===== config.mk =====
export PLATFORM = sky130hd
export DESIGN_NAME = wb_scan_counter
export DESIGN_NICKNAME = d
export VERILOG_FILES = /design/src/rtl/wb_scan_counter.sv
export SDC_FILE = /design/constraint.sdc
export NUM_CORES = 1
export LEC_CHECK = 0
export BUFFER_PORTS_ARGS = -buffer_cell sky130_fd_sc_hd__buf_4
export CAP_MARGIN = 20
export CORE_ASPECT_RATIO = 0.5
export CORE_UTILIZATION = 30
export DETAILED_ROUTE_END_ITERATION = 8
export GPL_TIMING_DRIVEN = 0
export PLACE_DENSITY_LB_ADDON = 0.1
export RECOVER_POWER = 100
export SLEW_MARGIN = 20
export SYNTH_ARGS = -nofsm -noshare
export SYNTH_HDL_FRONTEND = slang
export SYNTH_SLANG_ARGS = --single-unit

===== constraint.sdc =====
create_clock -name clk -period 7.1 [get_ports clk]
set_input_delay 0.71 -clock clk [delete_from_list [all_inputs] [get_ports clk]]
set_output_delay 0.71 -clock clk [all_outputs]
set_load 0.005 [all_outputs]

===== src/rtl/wb_scan_counter.sv =====
// Wishbone-controlled prescaled up/down counter with compare-match interrupt
// and a time-multiplexed hex 7-segment display driver.
module wb_scan_counter #(
  parameter int BITS   = 16,
  parameter int DIGITS = BITS / 4,
  parameter int PRE_W  = 16,
  parameter int SCAN_W = 10
) (
  input  logic              clk,
  input  logic              reset,
  input  logic              wbs_cyc_i,
  input  logic              wbs_stb_i,
  input  logic              wbs_we_i,
  input  logic [3:0]        wbs_sel_i,
  input  logic [31:0]       wbs_adr_i,
  input  logic [31:0]       wbs_dat_i,
  output logic              wbs_ack_o,
  output logic [31:0]       wbs_dat_o,
  input  logic              ext_gate_i,
  output logic [BITS-1:0]   count_o,
  output logic [6:0]        seg_o,
  output logic [DIGITS-1:0] dig_o,
  output logic              irq_o
);

  localparam int IDX_W = (DIGITS > 1) ? $clog2(DIGITS) : 1;

  logic [BITS-1:0]   count_q, count_d, cmp_q, cmp_d, tick_val;
  logic [PRE_W-1:0]  pre_q, pre_d, pre_cnt_q, pre_cnt_d;
  logic              en_q, en_d, down_q, down_d, reload_q, reload_d;
  logic              pol_q, pol_d, irq_en_q, irq_en_d, match_q, match_d;
  logic              ack_q;
  logic [31:0]       dat_q, dat_d, rd_word, wmask;
  logic [SCAN_W-1:0] scan_cnt_q;
  logic [IDX_W-1:0]  scan_idx_q;
  logic              valid, access, wr, tick, hit, clr;
  logic [3:0]        nibble;
  logic [6:0]        glyph;
  logic [DIGITS-1:0] onehot;
  logic              unused_bits;

  assign unused_bits = ^{wbs_adr_i[31:4], wbs_adr_i[1:0], wbs_dat_i};

  for (genvar gi = 0; gi < 4; gi++) begin : g_mask
    assign wmask[gi*8 +: 8] = {8{wbs_sel_i[gi]}};
  end

  function automatic logic [6:0] hex_glyph(input logic [3:0] n);
    case (n)
      4'h0: hex_glyph = 7'h3F;  4'h1: hex_glyph = 7'h06;
      4'h2: hex_glyph = 7'h5B;  4'h3: hex_glyph = 7'h4F;
      4'h4: hex_glyph = 7'h66;  4'h5: hex_glyph = 7'h6D;
      4'h6: hex_glyph = 7'h7D;  4'h7: hex_glyph = 7'h07;
      4'h8: hex_glyph = 7'h7F;  4'h9: hex_glyph = 7'h6F;
      4'hA: hex_glyph = 7'h77;  4'hB: hex_glyph = 7'h7C;
      4'hC: hex_glyph = 7'h39;  4'hD: hex_glyph = 7'h5E;
      4'hE: hex_glyph = 7'h79;  default: hex_glyph = 7'h71;
    endcase
  endfunction

  always_comb begin
    valid  = wbs_cyc_i && wbs_stb_i;
    access = valid && !ack_q;
    wr     = access && wbs_we_i;
    tick   = en_q && ext_gate_i && (pre_cnt_q == '0);
    hit    = tick && (count_q == cmp_q);

    tick_val = count_q;
    if (tick) begin
      if (!down_q)
        tick_val = (hit && reload_q) ? '0 : count_q + BITS'(1);
      else if (count_q == '0)
        tick_val = reload_q ? cmp_q : '1;
      else
        tick_val = count_q - BITS'(1);
    end

    pre_cnt_d = pre_cnt_q;
    if (en_q && ext_gate_i)
      pre_cnt_d = (pre_cnt_q == '0) ? pre_q : pre_cnt_q - PRE_W'(1);

    // A COUNT write only replaces the selected bytes; the rest keep the tick result.
    count_d  = tick_val;
    cmp_d    = cmp_q;
    pre_d    = pre_q;
    en_d     = en_q;
    down_d   = down_q;
    reload_d = reload_q;
    pol_d    = pol_q;
    irq_en_d = irq_en_q;
    clr      = 1'b0;
    if (wr) begin
      case (wbs_adr_i[3:2])
        2'd0: count_d = (tick_val & ~wmask[BITS-1:0]) | (wbs_dat_i[BITS-1:0] & wmask[BITS-1:0]);
        2'd1: begin
          if (wbs_sel_i[0]) begin
            en_d     = wbs_dat_i[0];
            down_d   = wbs_dat_i[1];
            reload_d = wbs_dat_i[2];
            pol_d    = wbs_dat_i[3];
            irq_en_d = wbs_dat_i[4];
          end
          clr = wbs_sel_i[1] && wbs_dat_i[8];
        end
        2'd2: cmp_d = (cmp_q & ~wmask[BITS-1:0]) | (wbs_dat_i[BITS-1:0] & wmask[BITS-1:0]);
        default: pre_d = (pre_q & ~wmask[PRE_W-1:0]) | (wbs_dat_i[PRE_W-1:0] & wmask[PRE_W-1:0]);
      endcase
    end
    // A match in the same cycle as a clear request wins.
    match_d = (match_q && !clr) || hit;

    rd_word = '0;
    case (wbs_adr_i[3:2])
      2'd0: rd_word[BITS-1:0] = count_q;
      2'd1: rd_word[8:0] = {match_q, 3'b000, irq_en_q, pol_q, reload_q, down_q, en_q};
      2'd2: rd_word[BITS-1:0] = cmp_q;
      default: rd_word[PRE_W-1:0] = pre_q;
    endcase
    dat_d = (access && !wbs_we_i) ? rd_word : dat_q;
  end

  always_ff @(posedge clk) begin
    if (reset) begin
      count_q    <= '0;
      cmp_q      <= '1;
      pre_q      <= '0;
      pre_cnt_q  <= '0;
      en_q       <= 1'b0;
      down_q     <= 1'b0;
      reload_q   <= 1'b0;
      pol_q      <= 1'b0;
      irq_en_q   <= 1'b0;
      match_q    <= 1'b0;
      ack_q      <= 1'b0;
      dat_q      <= '0;
      scan_cnt_q <= '0;
      scan_idx_q <= '0;
    end else begin
      count_q    <= count_d;
      cmp_q      <= cmp_d;
      pre_q      <= pre_d;
      pre_cnt_q  <= pre_cnt_d;
      en_q       <= en_d;
      down_q     <= down_d;
      reload_q   <= reload_d;
      pol_q      <= pol_d;
      irq_en_q   <= irq_en_d;
      match_q    <= match_d;
      ack_q      <= access;
      dat_q      <= dat_d;
      scan_cnt_q <= scan_cnt_q + SCAN_W'(1);
      if (&scan_cnt_q)
        scan_idx_q <= (scan_idx_q == IDX_W'(DIGITS - 1)) ? '0 : scan_idx_q + IDX_W'(1);
    end
  end

  always_comb begin
    nibble = 4'(count_q >> {scan_idx_q, 2'b00});
    glyph  = hex_glyph(nibble);
    onehot = DIGITS'(1) << scan_idx_q;
  end

  assign seg_o     = pol_q ? glyph : ~glyph;
  assign dig_o     = pol_q ? onehot : ~onehot;
  assign count_o   = count_q;
  assign irq_o     = match_q && irq_en_q;
  assign wbs_ack_o = ack_q;
  assign wbs_dat_o = dat_q;

endmodule


==> results.toml <==
[route]
via_per_inst = 5.32
via_count = 5973
detail_route.wirelength_mm = 22.8
detailedRoute.firstIterationViolations = 499
post_drt_wl_per_cell_um = 20.3
ant_nets = 0
route.detailed.drc = 0
drtPass1Iterations = 5

[cells_and_area]
layout_utilization = 0.374
antenna_diode_count = 0
nets = 940
syn_to_final_growth_pct = 20.3
final_cell_area_um2 = 7390
instances_no_fill = 1123
drive_above_1_share = 0.153

[sta]
final_tns_setup_ns = 0
max_slew_margin = 0.436
final_max_slew_viol_count = 0
final_period_minus_worst_setup_slack_ns = 3.83
unrepaired_setup_endpoints_after_global_routing = "no"
finalCritPeriodShare = 0.539
setup_violations = 0
worst_slew_pin_slew_ns = 0.839
report.final.hold_viol_count = 0
max_freq_mhz = 261
fin_hold_ws_ns = 0.453
finClkSkew_ns = 0.0122
setup_slack_ns = 3.27

[grt]
vias_in_the_first_global_route = 5482
grt_antenna_before_repair = 0
grt_usage = 0.218
grt-ovfl-total = 0
grt_max_degree = 17
grt_first_pass_wirelength_mm = 33.9

[floorplan]
die_span_x_um = 204
floorplan.initialDensity = 0.311
design.die.area_um2 = 21100
number_of_top_level_pins = 135
die_height_um = 103
core.rowCount = 36
core-area_um2 = 19800

[worst_hold_path]
timing.hold.worst.class = "reg -> reg"

[setup_path]
timing.rr.start = "pre_cnt_q[8]"
worst_setup_path_start_kind = "flip-flop"
r2r-end = "count_o[0]"
critical_path.n_buffers_inverters = 3
setup.worst_path.end = "seg_o[3]"
cp.arrival_ns = 3.12
crit_path_top_delay_cell = "clkbuf_1"
cpPeakStageDelay_ns = 0.58
critical_path.most_common_cell = "mux4_2"
critical_path.max_fanout = 10
critical_path_cell_count = 7
ff2ff_setup_slack_ns = 3.41
timing.critical_path.max_delay_family = "multiplexers"
critPathLaunch = "count_o[12]"
critPathCaptureType = "output port"
r2r.worst_path.cells = 8
type_of_the_worst_setup_path = "reg -> out"
worstPathRequired_ns = 6.39
crit_chain = "clkbuf_1 > mux4_2 > inv_1 > ha_1 > mux4_2 > xor2_1 > clkbuf_4"

[placed_design]
portBuffers = 69
detailed_placement_hpwl_mm = 17.2
dp.cells = 1107
detailedPlace.worstSlack_ns = 3.71
gp_routability_congestion = 0.868
placed_instance_area_um2 = 7050

[power]
total_leakage_power_nw = 2.84
power.density_nw_per_um2 = 180
irDropWorstVdd_mv = 0.115
total_power_mw = 1.33

[yosys]
yosysSeqAreaShare = 0.323
ys.flop_type = "dfxtp_1"
synth_top_area_share = 0.323
yosys_warnings = 0
ys_top_cells_by_count = "99 x dfxtp_1, 95 x nor2_1, 71 x nand2_1"
yosys.area.top_type = "dfxtp_1"
ys_ff_latch = 99
syn-cell-area_um2 = 6140
synth.most_common_cell = "dfxtp_1"
synth_cell_types = 61
synth_cells = 757
syn_avg_cell_area_um2 = 8.11
synth_top_cells_by_area = "dfxtp_1 32%, nor2_1 5.8%, xnor2_1 5.7%"
edff_count_synth = 0
synth_async_sr_flop_share = 0

[clock_network]
hold_buffers = 0
ctsResizeCount = 0
cts_num_sinks = 99
tritoncts_clock_tree = "yes"
clock_tree_root_driver_cell = "clkbuf_16"
cts.reportedPaths.clkPinSlew_ns = 0.08
number_of_buffers_on_the_longest_clock_path = 2
htree_levels = 3
clk_latency_ns = 0.36
post_cts_setup_inserts = 0
number_of_buffers_added_by_the_clock_tree_synthesis_step = 9

[status]
outcome = "finished clean"

[run]
max-cap-violations = 0
[worst reg2reg max path, delay by kind of cell (launching register included)]
kind	cells	cell delay [ns]
and+or+nand+nor	4	1.61
DFF	1	0.38
buffers and inverters	2	1.14
AOI/OAI and AO/OA	2	0.44
[cell families (layout without fill, tap and decap cells)]
family	Yosys count	after routing	synth area share
and+or+nand+nor	311	311	0.248
buffers and inverters	86	171	0.0642
xor gates and xnor gates	54	54	0.0770
other	1	16	0.000611
adders and majority gates	14	14	0.0285
AOI/OAI and AO/OA	142	142	0.153
DFF	99	99	0.323
muxes	50	50	0.106
[routing by layer]
metal	share of wire	vias to the layer above	routed length, µm	global-route usage
met5	0	-	0	0
met4	0.011	0	248	0.0511
met3	0.067	23	1530	0.0476
met2	0.42	202	9660	0.328
met1	0.50	2887	11300	0.315
li1	-	2861	-	-
[placed cells by master, fill, tap and decap left out, drive strengths merged, types with 5 or more instances in the layout]
cell    instances
inv            17
nor4           10
nand2          71
a21oi          37
conb           16
mux4           11
o21ai          26
and2            6
a22oi          11
mux2           10
nand3b          9
or3            15
xor2           14
or4             5
mux2i          29
buf            43
dfxtp          99
ha             14
nor2           95
nand3          27
a211oi         18
a31oi          11
nor2b          13
xnor2          40
clkbuf        106
a221oi          5
and3            6
nor3           30
a211o           8
nand4          12
[worst min path at each step]
stage	slack, ns	startpoint	endpoint	depth (start not counted)
2_1_floorplan	0.42	scan_cnt_q[0]	scan_cnt_q[0]	1
4_1_cts	0.46	scan_cnt_q[0]	scan_cnt_q[0]	1
6_report	0.45	scan_cnt_q[0]	scan_cnt_q[0]	1
5_1_grt	0.50	scan_cnt_q[0]	scan_cnt_q[0]	1
3_3_place_gp	0.43	scan_cnt_q[0]	scan_cnt_q[0]	1
3_5_place_dp	0.44	scan_cnt_q[0]	scan_cnt_q[0]	1
[power breakdown]
group          switching (mW)  internal [mW]  leakage, nW
Clock                   0.234          0.382        0.173
Sequential            0.00879          0.564        0.801
Combinational          0.0837         0.0580         1.86
Total                   0.327           1.00         2.84
[area by class of cell]
type | instances | area [µm²]
fillers | 2079 | 12400
clock inverters | 6 | 136
repair buffers | 69 | 507
clock buffers | 10 | 229
multi-input cells | 587 | 3820
well taps | 266 | 333
inverters | 16 | 60.1
flip-flops and latches | 99 | 1980
plain buffers | 70 | 323
Power figures use the tool's default switching activity.
